File: config.mk
export PLATFORM = sky130hd
export DESIGN_NAME = sha_evt_source
export DESIGN_NICKNAME = d
export VERILOG_FILES = /design/src/rtl/sha_evt_source.sv
export SDC_FILE = /design/constraint.sdc
export NUM_CORES = 1
export LEC_CHECK = 0
export ABC_AREA = 1
export BUFFER_PORTS_ARGS = -buffer_cell sky130_fd_sc_hd__clkbuf_2
export CORE_MARGIN = 2
export CORE_UTILIZATION = 35
export CTS_BUF_LIST = sky130_fd_sc_hd__clkbuf_16
export DETAILED_ROUTE_END_ITERATION = 16
export PLACE_DENSITY = 0.59
export SYNTH_ARGS = -nofsm -noshare
export SYNTH_HDL_FRONTEND = slang
export SYNTH_SLANG_ARGS = --single-unit
export TNS_END_PERCENT = 1
File: constraint.sdc
create_clock -name clk -period 1.8 [get_ports clk]
set_input_delay 0.27 -clock clk [delete_from_list [all_inputs] [get_ports clk]]
set_output_delay 0.27 -clock clk [all_outputs]
set_load 0.005 [all_outputs]
File: src/rtl/sha_evt_source.sv
// sha_evt_source
//   Conditions SHA-256 completion pulses into a one-at-a-time, level-sensitive
//   request for the single-bit HPS interrupt PIO. Rising edges of done_i are
//   queued in a saturating pending counter. Software retires each event with a
//   high-then-low pulse on the PIO output bit, which comes back as ack_i.
//
//   Optional feature macro: SHA_EVT_TIMEOUT_EN
//     When defined, a watchdog counts consecutive cycles in the request state
//     and sets the sticky timeout_o after TIMEOUT_CYC cycles. When undefined,
//     no counter exists and timeout_o is tied to 0.
//
//   Ports
//     clk        in   system clock, rising edge
//     reset_n    in   asynchronous active-low reset
//     done_i     in   SHA completion; each 0->1 is one event
//     ack_i      in   PIO acknowledge; each 0->1 retires one event
//     clr_i      in   synchronous clear of all state, highest priority
//     evt_o      out  registered request level to the PIO input bit
//     pending_o  out  registered pending-event count
//     overflow_o out  sticky: event arrived while the count was saturated
//     timeout_o  out  sticky: request left unacknowledged too long
module sha_evt_source #(
  parameter int CNT_W       = 4,
  parameter int TIMEOUT_CYC = 1024
) (
  input  logic             clk,
  input  logic             reset_n,
  input  logic             done_i,
  input  logic             ack_i,
  input  logic             clr_i,
  output logic             evt_o,
  output logic [CNT_W-1:0] pending_o,
  output logic             overflow_o,
  output logic             timeout_o
);

  typedef enum logic [1:0] {IDLE, PEND, HOLD} state_e;

  localparam logic [CNT_W-1:0] CNT_MAX = '1;

  logic             done_q, ack_q;
  logic             done_rise, ack_rise, inc, dec;
  state_e           state_q, state_d;
  logic [CNT_W-1:0] cnt_q, cnt_d;
  logic             evt_q, evt_d;
  logic             ovf_q, ovf_d;

  always_comb begin
    done_rise = done_i & ~done_q;
    ack_rise  = ack_i & ~ack_q;
    inc       = done_rise;
    // Acks are only meaningful while a request is visible; this also keeps
    // the count from ever decrementing below zero.
    dec       = ack_rise & (state_q == PEND);

    cnt_d   = cnt_q;
    ovf_d   = ovf_q;
    state_d = state_q;

    if (inc && !dec) begin
      if (cnt_q == CNT_MAX) ovf_d = 1'b1;
      else                  cnt_d = cnt_q + 1'b1;
    end else if (dec && !inc) begin
      cnt_d = cnt_q - 1'b1;
    end

    case (state_q)
      IDLE: if (inc) state_d = PEND;
      PEND: if (dec) state_d = HOLD;
      // Use the updated count so an event arriving on the release cycle is
      // not stranded in IDLE with a nonzero count.
      HOLD: if (!ack_i) state_d = (cnt_d != '0) ? PEND : IDLE;
      default: state_d = IDLE;
    endcase

    if (clr_i) begin
      cnt_d   = '0;
      ovf_d   = 1'b0;
      state_d = IDLE;
    end

    evt_d = (state_d == PEND);
  end

  // Edge flops sample even during clr_i, so an edge coinciding with a clear
  // is consumed and never seen afterwards.
  always_ff @(posedge clk or negedge reset_n) begin
    if (!reset_n) begin
      done_q  <= 1'b0;
      ack_q   <= 1'b0;
      state_q <= IDLE;
      cnt_q   <= '0;
      evt_q   <= 1'b0;
      ovf_q   <= 1'b0;
    end else begin
      done_q  <= done_i;
      ack_q   <= ack_i;
      state_q <= state_d;
      cnt_q   <= cnt_d;
      evt_q   <= evt_d;
      ovf_q   <= ovf_d;
    end
  end

  assign evt_o      = evt_q;
  assign pending_o  = cnt_q;
  assign overflow_o = ovf_q;

`ifdef SHA_EVT_TIMEOUT_EN
  localparam int TW = $clog2(TIMEOUT_CYC + 1);
  localparam logic [TW-1:0] TMO_MAX = TW'(TIMEOUT_CYC);

  logic [TW-1:0] tmo_cnt_q, tmo_cnt_d;
  logic          tmo_q, tmo_d;

  // Counts cycles spent in PEND; saturates so a long stall cannot wrap.
  always_comb begin
    tmo_cnt_d = '0;
    if (state_q == PEND)
      tmo_cnt_d = (tmo_cnt_q == TMO_MAX) ? tmo_cnt_q : tmo_cnt_q + 1'b1;
    tmo_d = tmo_q | (tmo_cnt_d == TMO_MAX);
    if (clr_i) begin
      tmo_cnt_d = '0;
      tmo_d     = 1'b0;
    end
  end

  always_ff @(posedge clk or negedge reset_n) begin
    if (!reset_n) begin
      tmo_cnt_q <= '0;
      tmo_q     <= 1'b0;
    end else begin
      tmo_cnt_q <= tmo_cnt_d;
      tmo_q     <= tmo_d;
    end
  end

  assign timeout_o = tmo_q;
`else
  assign timeout_o = 1'b0;
`endif

endmodule

==> Word level (Yosys, flattened, before mapping) <==
Index checks and enable logic that the tools add are counted.
{ "word_totals": {"output_inout_bits": 7, "ff_bits": 10, "inputBits": 5} }
{ "classes": {"bitwise_logic": 5, "n_eq_ne": 4, "n_addsub": 2, "muxes": 13, "n_reduce_logical": 9} }
{ "op_table": {"columns": ["op", "n"], "rows": [
  ["2-to-1 mux 4 bit", 4],
  ["2-to-1 mux 2 bit", 4],
  ["case mux 2 bit (3 select lines)", 1],
  ["adder 4 x 1 -> 4 bit, second input constant", 1],
  ["equality test 2 x 1 -> 1 bit, second input constant", 2],
  ["equality test 4 bit, second input constant", 1],
  ["2-to-1 mux 1 bit", 4],
  ["nonzero test 2 bit", 2],
  ["nonzero test 4 bit", 1],
  ["subtractor 4 x 1 -> 4 bit, second input constant", 1],
  ["AND 1 bit", 3],
  ["equality test 2 bit, second input constant", 1],
  ["logical AND 1 bit", 2],
  ["logical NOT 1 bit", 2],
  ["logical NOT 2 bit", 1],
  ["NOT 1 bit", 2],
  ["AND reduction 2 bit", 1]
]} }

==> Logic depth before layout (Yosys ltp) <==
{ "logic_depth": {"word_depth": 12, "mapped_depth": 13} }

==> Worst setup path after synthesis <==
No wires, ideal clock.
{ "synth_path": {"kind": "flip-flop to flip-flop", "startpoint": "reg cnt_q[0], in the netlist pending_o[0]", "endpoint": "reg evt_q, in the netlist evt_o", "arrival_ns": 1.276, "path_slack_ns": 0.393, "path_stages_with_launch": 11, "synth_period_minus_slack_ns": 1.407, "setup_time_ns": 0.131, "path_cell_list": "dfrtp_1 -> inv_1 -> ha_1 -> nand2_1 -> o21ai_0 -> nand2_1 -> nand2_1 -> nor2_1 -> nand2_1 -> nand2_1 -> a21oi_1"} }
{ "synth_via": {"elab_chain_cells": 9, "word_cells_on_any_way": 12, "cone_classes": "add/sub: 2; eq/ne: 2; mux: 7; reduce/logical: 1"} }
{ "synth_rtl": {"columns": ["item", "line", "text"], "rows": [
  ["start: declaration", "44", "logic [CNT_W-1:0] cnt_q, cnt_d;"],
  ["start signal: assignment", "99", "cnt_q <= cnt_d;"],
  ["subtractor 4 x 1 -> 4 bit (tied with other cells)", "64", "cnt_d = cnt_q - 1'b1;"],
  ["2-to-1 mux 4 bit, on equally long branches", "63, 61", null],
  ["2-to-1 mux 4 bit *", "60", "if (inc && !dec) begin"],
  ["nonzero test 4 bit *", "72", "HOLD: if (!ack_i) state_d = (cnt_d != '0) ? PEND : IDLE;"],
  ["2-to-1 mux 1 bit *", "72", null],
  ["2-to-1 mux 2 bit *", "72", null],
  ["case mux 2 bit (3 select lines) *", "67", "case (state_q)"],
  ["2-to-1 mux 2 bit *", "76", "if (clr_i) begin"],
  ["equality test 2 x 1 -> 1 bit *", "82", "evt_d = (state_d == PEND);"],
  ["via evt_d", "45", "logic evt_q, evt_d;"],
  ["end signal: assignment", "100", "evt_q <= evt_d;"],
  ["end: declaration", "45", null]
]} }
Mark *: on every way through the listed nets, which the timed path passes. The rest lies on a longest branch.
A chain may end at the register's enable or synchronous reset.

==> Final worst setup path <==
Ends and elaborated chain as after synthesis.

==> qor.txt <==
Fin nets -> 109
I/O pin count -> 12
Setup ws final -> 216 ps
CTS tree -> done
R2R Path End -> evt_o
Core Region -> 1730 sq um
RSZ-0062 raised after global routing -> false
# H-tree levels -> 1
Hold Crit Class -> in2reg
Cells on Worst Hold Path -> 1
Final Skew -> 2.03 ps
Worst r2r src -> pending_o[0]
Most frequent cells in the layout -> 24 x nand2_1, 11 x inv_1, 10 x dfrtp_1, 10 x clkbuf_2, 9 x nand3_1
Combinational share of power -> 13.6%
Final period utilization -> 88.0%
Clock Pin Slew Worst Setup and Hold Paths -> 40 ps
Int Power -> 0.560 mW
Power per cell area -> 900 nW/um^2
Worst vdd ir -> 839 uV
R2R Setup Slk -> 220 ps
Initial Utilization -> 37.2%
Vias/cell -> 4.60
Complex-gate fraction of the synthesized area -> 8.19%
CTS sink count -> 10
CP Max Fanout -> 6
Worst path arrival time -> 1690 ps
GRT Overall Usage -> 14.0%
Max cap viols -> 0
Clock power share -> 51.7%
Worst Reg-to-Reg Cells -> 10
Post-synthesis net count -> 95
Setup bufs post-CTS -> 0
Unique masters post-synth -> 22
Max Fclk -> 0.631 GHz
Clock latency on the worst-skew pair -> 230 ps
Yosys warns -> 0
Routed vias -> 575
WL/cell -> 9.92 um
Static Leak -> 0.421 nW
Diodes inserted -> 0
Mux cell area share after synthesis -> 0%
Adder-cell share of the synthesized area -> 3.90%
Largest net degree at the start of global routing -> 11
Routability congestion estimate -> 0.808
Cells after DPL -> 121
Sequential fraction of the synthesis area -> 39.0%
Avg Cell Area, Syn -> 7.29 sq um
Port bufs -> 10
Min cycle time layout -> 1580 ps
Die area -> 2190 sq um
Switching Share -> 21.9%
Net Sw Power -> 0.157 mW
Most common cell after layout, fill and taps aside -> nand2_1
Final Util -> 46.2%
DP Wirelength -> 956 um
Non-Filler Instances -> 125
Post-Place Worst Slack -> 225 ps
Inserted Clock Buffers -> 3
Largest family of logic cells by synthesized area -> simple AND/OR/NAND/NOR gates
Initial drt markers -> 15
Number of antenna violations at the first check in global routing -> 0
Crit start category -> flop
Required @ worst endpoint -> 1910 ps
Yosys reg bits -> 10
Synth Area in Simple Gates -> 37.6%
Critical path class -> reg2reg
Die Span Y -> 46.8 um
P&R area growth vs syn -> 24.2%
Root Driver -> clkbuf_16
Synth Instances -> 88
Final WL -> 1.24 mm
First-pass GRT wire length -> 2.11 mm
Hold Path Sink -> done_q
Worst min-delay path startpoint -> done_i
Reg power frac -> 34.7%
Finish-stage setup viols -> 0
Total grt overflow -> 0
Vias in the first global route -> 504
Max-slew violation count -> 0
Cell Area, Synth -> 642 sq um
Status -> completed
DRT Pass-1 Iters -> 4
Bufs on Longest Clock Path -> 2
TNS Setup -> 0 ps
Die span in x -> 46.8 um
Hold Vio Cnt, Final -> 0
Antenna-violating nets left -> 0
CP endpoint kind -> flop
DRC violations left -> 0
Synth Area in XOR/XNOR -> 1.36%
Core Rows -> 15
Layout cell share with drive strength beyond 1 -> 24.0%
state kept, by name, indices dropped and copies added (netlist names):
signal and count:
ack_q 1, done_q 1, evt_o 1, overflow_o 1
pending_o 4, state_q 2
metal layers:
| metal | share of wire, % | GRT usage, % |
|---|---|---|
| met1 | 48 | 19.8 |
| met5 | 0 | 0 |
| met3 | 3.6 | 0 |
| met4 | 1.5 | 11.7 |
| met2 | 46 | 20.0 |
synthesized netlist by cell type:
cell type,instances,area (sq um)
nand2_1,24,90.1
inv_1,11,41.3
dfrtp_1,10,250
nand3_1,9,45.0
a21oi_1,6,30.0
nor2_1,6,22.5
ha_1,2,25.0
inv_2,2,7.51
nand2_2,2,12.5
nand3_2,2,20.0
nor2_2,2,12.5
nor3_1,2,10.0
buf_1,1,3.75
buf_4,1,7.51
conb_1,1,3.75
nand2_4,1,11.3
nand4_1,1,6.26
nor2_4,1,11.3
o211ai_1,1,7.51
o21ai_0,1,5.00
o21ba_2,1,10.0
xor2_1,1,8.76
cells by family after synthesis:
kind of cell	after synthesis
and+or+nand+nor	50
AOI/OAI and AO/OA	9
DFF	10
other	1
adders and majority gates	2
buffers and inverters	15
xor gates and xnor gates	1
worst max-delay path: stages, from the launching register on:
cell	delay [ps]
dfrtp_1	440
inv_1	100
ha_1	320
nand2_1	70
o21ai_0	70
nand2_1	90
nand2_1	50
nor2_1	110
nand2_1	70
nand2_1	70
a21oi_1	60
worst max-delay path by stage:
stage / start / endpoint / slack (ps) / cells after the start
2_1_floorplan: pending_o[0] / evt_o / 390 / 10
3_3_place_gp: pending_o[0] / evt_o / 210 / 10
3_5_place_dp: pending_o[0] / evt_o / 220 / 13
4_1_cts: pending_o[0] / evt_o / 210 / 13
5_1_grt: pending_o[0] / evt_o / 30 / 11
6_report: pending_o[0] / evt_o / 220 / 10
stage by stage:
| step | power (mW) | cell area, sq um | hold WS, ps |
|---|---|---|---|
| after global routing | 0.754 | 797 | 163 |
| after global placement | 0.346 | 712 | 143 |
| final | 0.717 | 797 | 163 |
| after detailed placement | 0.347 | 712 | 149 |
| after floorplan | 0.318 | 642 | -25.6 |
| after CTS | 0.730 | 797 | 157 |
power by group through the flow:
stage | combinational (mW) | clock (mW) | sequential (mW)
floorplan | 0.0677 | 0 | 0.251
global placement | 0.0944 | 0 | 0.252
detailed placement | 0.0955 | 0 | 0.252
CTS | 0.0978 | 0.384 | 0.249
global route | 0.112 | 0.391 | 0.251
finish | 0.0975 | 0.370 | 0.249
what timing repair did:
item                      CTS  global route
hold buffers                1             0
resized for setup           0             0
hold endpoints to repair   10             0
area by class of cell:
type | instances | area (sq um)
multi-input combinational | 63 | 332
timing repair buffer | 11 | 60.1
clock buffer | 3 | 75.1
inverter | 13 | 48.8
fill | 189 | 930
sequential | 10 | 250
tap | 25 | 31.3
(Power assumes the default switching activity.)
